--- config.mk ---
export PLATFORM = sky130hd
export DESIGN_NAME = mem_port_arbiter
export DESIGN_NICKNAME = d
export VERILOG_FILES = /design/src/rtl/mem_port_arbiter.sv
export SDC_FILE = /design/constraint.sdc
export NUM_CORES = 1
export LEC_CHECK = 0
export ABC_AREA = 1
export BUFFER_PORTS_ARGS = -buffer_cell sky130_fd_sc_hd__buf_4
export CAP_MARGIN = 40
export CORE_AREA = 2 2 39 41
export DETAILED_ROUTE_END_ITERATION = 8
export DIE_AREA = 0 0 41 43
export GPL_TIMING_DRIVEN = 0
export PLACE_DENSITY = 0.53
export SLEW_MARGIN = 5
export SYNTH_ARGS = -nofsm -noshare
export SYNTH_HDL_FRONTEND = slang
export SYNTH_SLANG_ARGS = --single-unit
--- constraint.sdc ---
create_clock -name clk_i -period 1.3 [get_ports clk_i]
set_input_delay 0.195 -clock clk_i [delete_from_list [all_inputs] [get_ports clk_i]]
set_output_delay 0.195 -clock clk_i [all_outputs]
set_load 0.05 [all_outputs]
--- src/rtl/mem_port_arbiter.sv ---
// Arbiter and sequencer for the single shared memory port.
// Grants the port to fetch (port 0) or data (port 1), drives the steering mux
// select, times the fixed-latency access and pulses done for the owner.
// Ties alternate round-robin based on the owner of the last completed access.
module mem_port_arbiter #(
  parameter int unsigned LAT = 2
) (
  input  logic       clk_i,
  input  logic       reset_i,
  input  logic [1:0] req_i,
  output logic [1:0] gnt_o,
  output logic       sel_o,
  output logic       mem_start_o,
  output logic [1:0] done_o,
  output logic       busy_o,
  output logic [1:0] stall_o
);

  localparam int unsigned CntW = (LAT < 1) ? 1 : $clog2(LAT + 1);
  localparam logic [CntW-1:0] CntLoad = CntW'(LAT - 1);

  typedef enum logic [0:0] {StIdle, StBusy} state_e;

  state_e          state_q, state_d;
  logic [1:0]      gnt_q, gnt_d;
  logic            sel_q, sel_d;
  logic            mem_start_q, mem_start_d;
  logic [1:0]      done_q, done_d;
  logic            last_q, last_d;
  logic [CntW-1:0] cnt_q, cnt_d;
  logic            win;

  // State and registered outputs; reset abandons any access in flight.
  always_ff @(posedge clk_i or posedge reset_i) begin
    if (reset_i) begin
      state_q     <= StIdle;
      gnt_q       <= 2'b00;
      sel_q       <= 1'b0;
      mem_start_q <= 1'b0;
      done_q      <= 2'b00;
      last_q      <= 1'b0;
      cnt_q       <= '0;
    end else begin
      state_q     <= state_d;
      gnt_q       <= gnt_d;
      sel_q       <= sel_d;
      mem_start_q <= mem_start_d;
      done_q      <= done_d;
      last_q      <= last_d;
      cnt_q       <= cnt_d;
    end
  end

  // Arbitration in IDLE, latency countdown and completion in BUSY.
  always_comb begin
    state_d     = state_q;
    gnt_d       = gnt_q;
    sel_d       = sel_q;
    mem_start_d = 1'b0;
    done_d      = 2'b00;
    last_d      = last_q;
    cnt_d       = cnt_q;
    win         = 1'b0;

    unique case (state_q)
      StIdle: begin
        if (req_i != 2'b00) begin
          // On a tie the port that did not complete last wins.
          win         = (req_i == 2'b11) ? ~last_q : req_i[1];
          state_d     = StBusy;
          gnt_d       = win ? 2'b10 : 2'b01;
          sel_d       = win;
          mem_start_d = 1'b1;
          cnt_d       = CntLoad;
        end
      end
      StBusy: begin
        // Requests are ignored here; the access always runs to completion.
        if (cnt_q != '0) begin
          cnt_d = cnt_q - 1'b1;
        end else begin
          state_d = StIdle;
          gnt_d   = 2'b00;
          done_d  = gnt_q;
          last_d  = sel_q;
        end
      end
      default: begin
        state_d = StIdle;
      end
    endcase
  end

  assign gnt_o       = gnt_q;
  assign sel_o       = sel_q;
  assign mem_start_o = mem_start_q;
  assign done_o      = done_q;
  assign busy_o      = (state_q == StBusy);
  // Owner's stall drops in its done cycle so the stage advances there.
  assign stall_o     = req_i & ~gnt_q & ~done_q;

endmodule

==> results.py, run 1 <==
metrics = {
    "sta": {
        "period_minus_slack_ps": 1230,
        "holdWs_ps": 240,
        "drv_slew": 0,
        "timing.fmax_mhz": 814,
        "final-setup-viol-count": 0,
        "layout_setup_ws_ps": 71.4,
        "fin_skew_ps": 0.859,
        "setup_tns_ps": 0,
        "tightest_slew_ps": 382,
        "finalHoldViolCount": 0,
        "period_share_pct": 94.5,
        "relSlewSlack_pct": 74.5,
    },
    "place": {
        "io_buffers": 12,
        "gp_congestion": 0.624,
        "post-place-ws_ps": 199,
        "hpwl_um": 649,
    },
    "flow_run": {
        "maxCapViolations": 0,
    },
    "setup_path": {
        "path_max_fanout": 3,
        "worstPathRequired_ps": 1110,
        "critical_path_class": "flop to primary output",
        "end_kind": "primary output",
        "critPathArrivalTime_ps": 1030,
        "critPathLaunchType": "flop",
        "critical_path.max_stage_delay_ps": 390,
        "cp_slowest_cell": "dfrtp_1",
        "cp_cell_sequence": "inv_1 > nand2_2 > nor2_4 > buf_8",
    },
    "layout": {
        "drive_above_1_share_pct": 36.2,
        "nNetsFinal": 76,
        "final_common_cell": "buf_4",
        "antenna_cells": 0,
        "final_cell_mix": "buf_4, nand2_1, dfrtp_1",
        "areaGrowthSynthToFinish_pct": 47.1,
    },
    "grt": {
        "grt.total_usage_pct": 12.5,
        "grt-ovfl-total": 0,
        "grt_max_degree": 11,
        "grt_pass1_wl_mm": 1.39,
        "antenna_found_initial": 0,
        "grt_pass1_vias": 356,
    },
    "floorplan": {
        "start_util_pct": 31.6,
        "die_h_um": 43,
        "boundaryPins": 13,
        "die_w_um": 41,
        "row_count": 14,
        "core_sq_um": 1380,
        "fp.dieArea_sq_um": 1760,
    },
    "route": {
        "vias": 366,
        "wirelength_um": 849,
        "drc": 0,
        "antenna_left": 0,
        "viasPerCell": 4.31,
        "dr.pass1.iters": 4,
        "wl_per_cell_um": 9.99,
        "initialDrtViolationCount": 4,
    },
    "clock_tree": {
        "numCtsBuffers": 3,
        "clk_latency_ps": 260,
        "root_buffer": "clkbuf_4",
        "cts_tree": "done",
        "clk_path_buf_depth": 2,
        "clk_pin_slew_worst_paths_ps": 70,
        "htree_levels": 1,
        "cts_sinks": 10,
    },
    "yosys": {
        "synth_top_area_share_pct": 57.1,
        "synthCells": 50,
        "ys_ff_latch": 10,
        "ys_seq_area_share_pct": 57.1,
        "synth_top_area_cell": "dfrtp_1",
        "ys_warn_count": 0,
        "netlist_top_cells_area": "dfrtp_1, nand2_1, nand3_1, inv_1, ha_1",
        "synth_area_sq_um": 438,
        "synthesis.nets": 56,
        "synth_cell_type_count": 10,
        "syn_avg_cell_area_sq_um": 8.76,
    },
    "run_status": {
        "status": "complete, no violations",
    },
    "pwr": {
        "powerDensity_nw_per_um2": 2870,
        "ir_drop_mv": 0.976,
        "p_leak_nw": 0.349,
        "totalPowerFinal_mw": 1.85,
    },
    "worst_hold_path": {
        "hp-class": "primary input to flop",
    },
}
per-layer routing:
layer | track usage (%) | share of wire, %
met4 | 6.00 | 0
met2 | 18.8 | 47
met3 | 7.85 | 7.8
met1 | 13.0 | 45
met5 | 0 | 0
registers in the layout, summed over array words and instances, names as in the netlist:
name / count
done_o: 2
cnt_q: 2
mem_start_o: 1
last_q: 1
sel_o: 1
gnt_o: 2
busy_o: 1
what timing repair did:
item,4_1_cts,5_1_grt
hold buffers,1,0
endpoints found under the hold margin,10,0
resized for setup,1,6
setup buffers,0,2
setup endpoints to repair,1,2
cell families after synthesis:
group / count (synthesis) / synth area share [%]
buffers and inverters: 8 / 6.86
AND/OR/NAND/NOR: 27 / 26.0
adder cells (fa/ha/maj): 2 / 5.71
AO/OA/AOI/OAI: 3 / 4.29
flip-flops: 10 / 57.1
final timing paths:
check | start | end | slack [ps] | depth (start not counted)
worst max register to register | cnt_q[0]$_DFFE_PP0P_ | cnt_q[1]$_DFFE_PP0P_ | 180 | 6
max in group asynchronous | reset_i | gnt_o[0]$_DFFE_PP0P_ | 570 | 3
min in group asynchronous | reset_i | sel_o$_DFFE_PP0P_ | 460 | 3
worst min register to register | last_q$_DFFE_PP0P_ | last_q$_DFFE_PP0P_ | 500 | 2
worst max-delay path | gnt_o[0]$_DFFE_PP0P_ | stall_o[0] | 70 | 4
worst min-delay path | req_i[1] | gnt_o[0]$_DFFE_PP0P_ | 240 | 4
metrics by stage:
stage / instances / utilization, % / instance area [sq um]
finish: 85 / 46.6 / 644
global route: 85 / 46.6 / 644
CTS: 83 / 44.3 / 613
detailed placement: 78 / 40.7 / 563
global placement: 78 / 40.7 / 563
floorplan: 50 / - / 453
worst max-delay path, delay by kind of cell, from the launching register on:
family / cells / cell delay (ps)
buf+inv: 2 / 230
simple gates: 2 / 150
flops: 1 / 390
power breakdown:
part           switching [mW]  leakage [nW]  total, mW  internal (mW)
Combinational           0.680         0.203       1.03          0.350
Clock                   0.110        0.0210      0.280          0.170
Sequential             0.0965         0.125      0.540          0.443
Total                   0.886         0.349       1.85          0.963
synth_stat cells:
library cell  count
nor2_1            6
nand2_1          13
inv_1             8
or2_0             1
dfrtp_1          10
nand2_2           1
nand3_1           6
o21ai_2           1
ha_1              2
o21ai_0           2
area by class of cell:
cell class,instances,area [sq um]
clock buffer,4,36.3
fill,137,739
inverter,8,30.0
multi-input combinational,32,178
sequential,10,250
tap,16,20.0
timing repair buffer,15,130
No activity file was read; power rests on OpenSTA's default activity.
==> inputs of run 2 (changes only) <==
RECOVER_POWER = 50   (was unset)
==> results.py, run 2 (same netlist as run 1, synthesis figures left out) <==
metrics = {
    "clock_tree": {
        "clk_path_buf_depth": 2,
        "clk_latency_ps": 260,
        "cts_tree": "done",
        "cts_sinks": 10,
        "htree_levels": 1,
        "numCtsBuffers": 3,
        "clk_pin_slew_worst_paths_ps": 70,
        "root_buffer": "clkbuf_4",
    },
    "sta": {
        "period_minus_slack_ps": 1230,
        "final-setup-viol-count": 0,
        "timing.fmax_mhz": 814,
        "period_share_pct": 94.5,
        "finalHoldViolCount": 0,
        "relSlewSlack_pct": 74.5,
        "layout_setup_ws_ps": 71.4,
        "drv_slew": 0,
        "fin_skew_ps": 0.859,
        "tightest_slew_ps": 382,
    },
    "grt": {
        "grt_max_degree": 11,
        "grt_pass1_wl_mm": 1.39,
        "met1_usage_pct": 13.0,
        "grt_pass1_vias": 356,
        "grt-ovfl-total": 0,
        "global_route.usage.met2_pct": 18.8,
        "antenna_found_initial": 0,
        "met3_usage_pct": 7.85,
        "top_usage_layer": "met2",
        "grt.total_usage_pct": 12.5,
    },
    "route": {
        "initialDrtViolationCount": 4,
        "vias": 366,
        "antenna_left": 0,
        "drc": 0,
        "dr.pass1.iters": 4,
        "wirelength_um": 849,
        "viasPerCell": 4.31,
        "wl_per_cell_um": 9.99,
    },
    "pwr": {
        "totalPowerFinal_mw": 1.85,
        "p_leak_nw": 0.349,
        "ir_drop_mv": 0.976,
        "powerDensity_nw_per_um2": 2870,
    },
    "layout": {
        "nNetsFinal": 76,
        "antenna_cells": 0,
        "areaGrowthSynthToFinish_pct": 47.1,
        "final_util_pct": 46.6,
        "drive_above_1_share_pct": 36.2,
        "final_cell_mix": "nand2_1, buf_4, dfrtp_1",
        "design_area_sq_um": 644,
        "n_fill_cell": 137,
    },
    "setup_path": {
        "critical_path.max_stage_delay_ps": 390,
        "crit_family": "flip-flops",
        "path_max_fanout": 3,
        "cp_cell_sequence": "inv_1 > nand2_2 > nor2_4 > buf_8",
        "critPathArrivalTime_ps": 1030,
        "critical_path_class": "flop to primary output",
        "critPathLaunchType": "flop",
        "worstPathRequired_ps": 1110,
        "cp_slowest_cell": "dfrtp_1",
        "path_buf_inv": 2,
        "end_kind": "primary output",
    },
    "floorplan": {
        "die_h_um": 43,
        "boundaryPins": 13,
        "start_util_pct": 31.6,
        "row_count": 14,
        "die_w_um": 41,
        "fp.dieArea_sq_um": 1760,
        "core_sq_um": 1380,
    },
    "place": {
        "post-place-ws_ps": 199,
        "hpwl_um": 649,
        "dpl_cell_area_sq_um": 563,
        "io_buffers": 12,
        "gp_congestion": 0.624,
    },
    "run_status": {
        "status": "complete, no violations",
    },
    "worst_hold_path": {
        "hp-class": "primary input to flop",
    },
    "flow_run": {
        "maxCapViolations": 0,
    },
}
## run 2: cell types whose count changed in the layout (fill, tap and decap cells not counted)
cell      before  now
buf_4         12   11
clkbuf_4       3    4
## run 2: cell type report
| class | instances | area (sq um) | area share [%] |
|---|---|---|---|
| multi-input cells | 32 | 178 | 27.6 |
| clock buffers | 4 | 36.3 | 5.63 |
| well taps | 16 | 20.0 | 3.11 |
| inverters | 8 | 30.0 | 4.66 |
| flip-flops and latches | 10 | 250 | 38.8 |
| repair buffers | 15 | 130 | 20.2 |
## run 2: worst reg2reg max path, delay by kind of cell, from the launching register on
family                     cells  cell delay [ps]
adders and majority gates      1              220
and+or+nand+nor                3              340
buffers and inverters          2              160
DFF                            1              350
## run 2: per-stage QoR
stage	TNS [ps]	std cells	hold WS (ps)
global placement	0	78	205
global route	-3.75	85	244
CTS	0	83	232
detailed placement	0	78	206
floorplan	0	50	35.2
finish	0	85	240
## run 2: path summary, 6_finish.rpt
path                       slack [ps]                    to  cells after the start                  from
max                                70            stall_o[0]                      4  gnt_o[0]$_DFFE_PP0P_
min reg2reg                       500    last_q$_DFFE_PP0P_                      2    last_q$_DFFE_PP0P_
min                               240  gnt_o[0]$_DFFE_PP0P_                      4              req_i[1]
max in group asynchronous         570  gnt_o[0]$_DFFE_PP0P_                      3               reset_i
max reg2reg                       180  cnt_q[1]$_DFFE_PP0P_                      6  cnt_q[0]$_DFFE_PP0P_
min in group asynchronous         460     sel_o$_DFFE_PP0P_                      3               reset_i
## run 2: routing by layer
metal / wire length [um] / vias up
met5: 0 / -
met4: 0 / 0
met3: 66 / 0
met2: 399 / 11
met1: 384 / 163
li1: - / 192
## run 2: where the power goes
part | leakage, nW | internal (mW) | total, mW | switching (mW)
clock network | 0.0210 | 0.170 | 0.280 | 0.110
registers | 0.125 | 0.443 | 0.540 | 0.0965
logic | 0.203 | 0.349 | 1.03 | 0.680
total | 0.349 | 0.963 | 1.85 | 0.886
## run 2: repair_timing
action	4_1_cts	5_1_grt
hold endpoints to repair	10	0
gates cloned	0	0
setup buffers	0	2
endpoints found under the setup margin	1	2
hold buffers	1	0
gates resized for setup	1	6
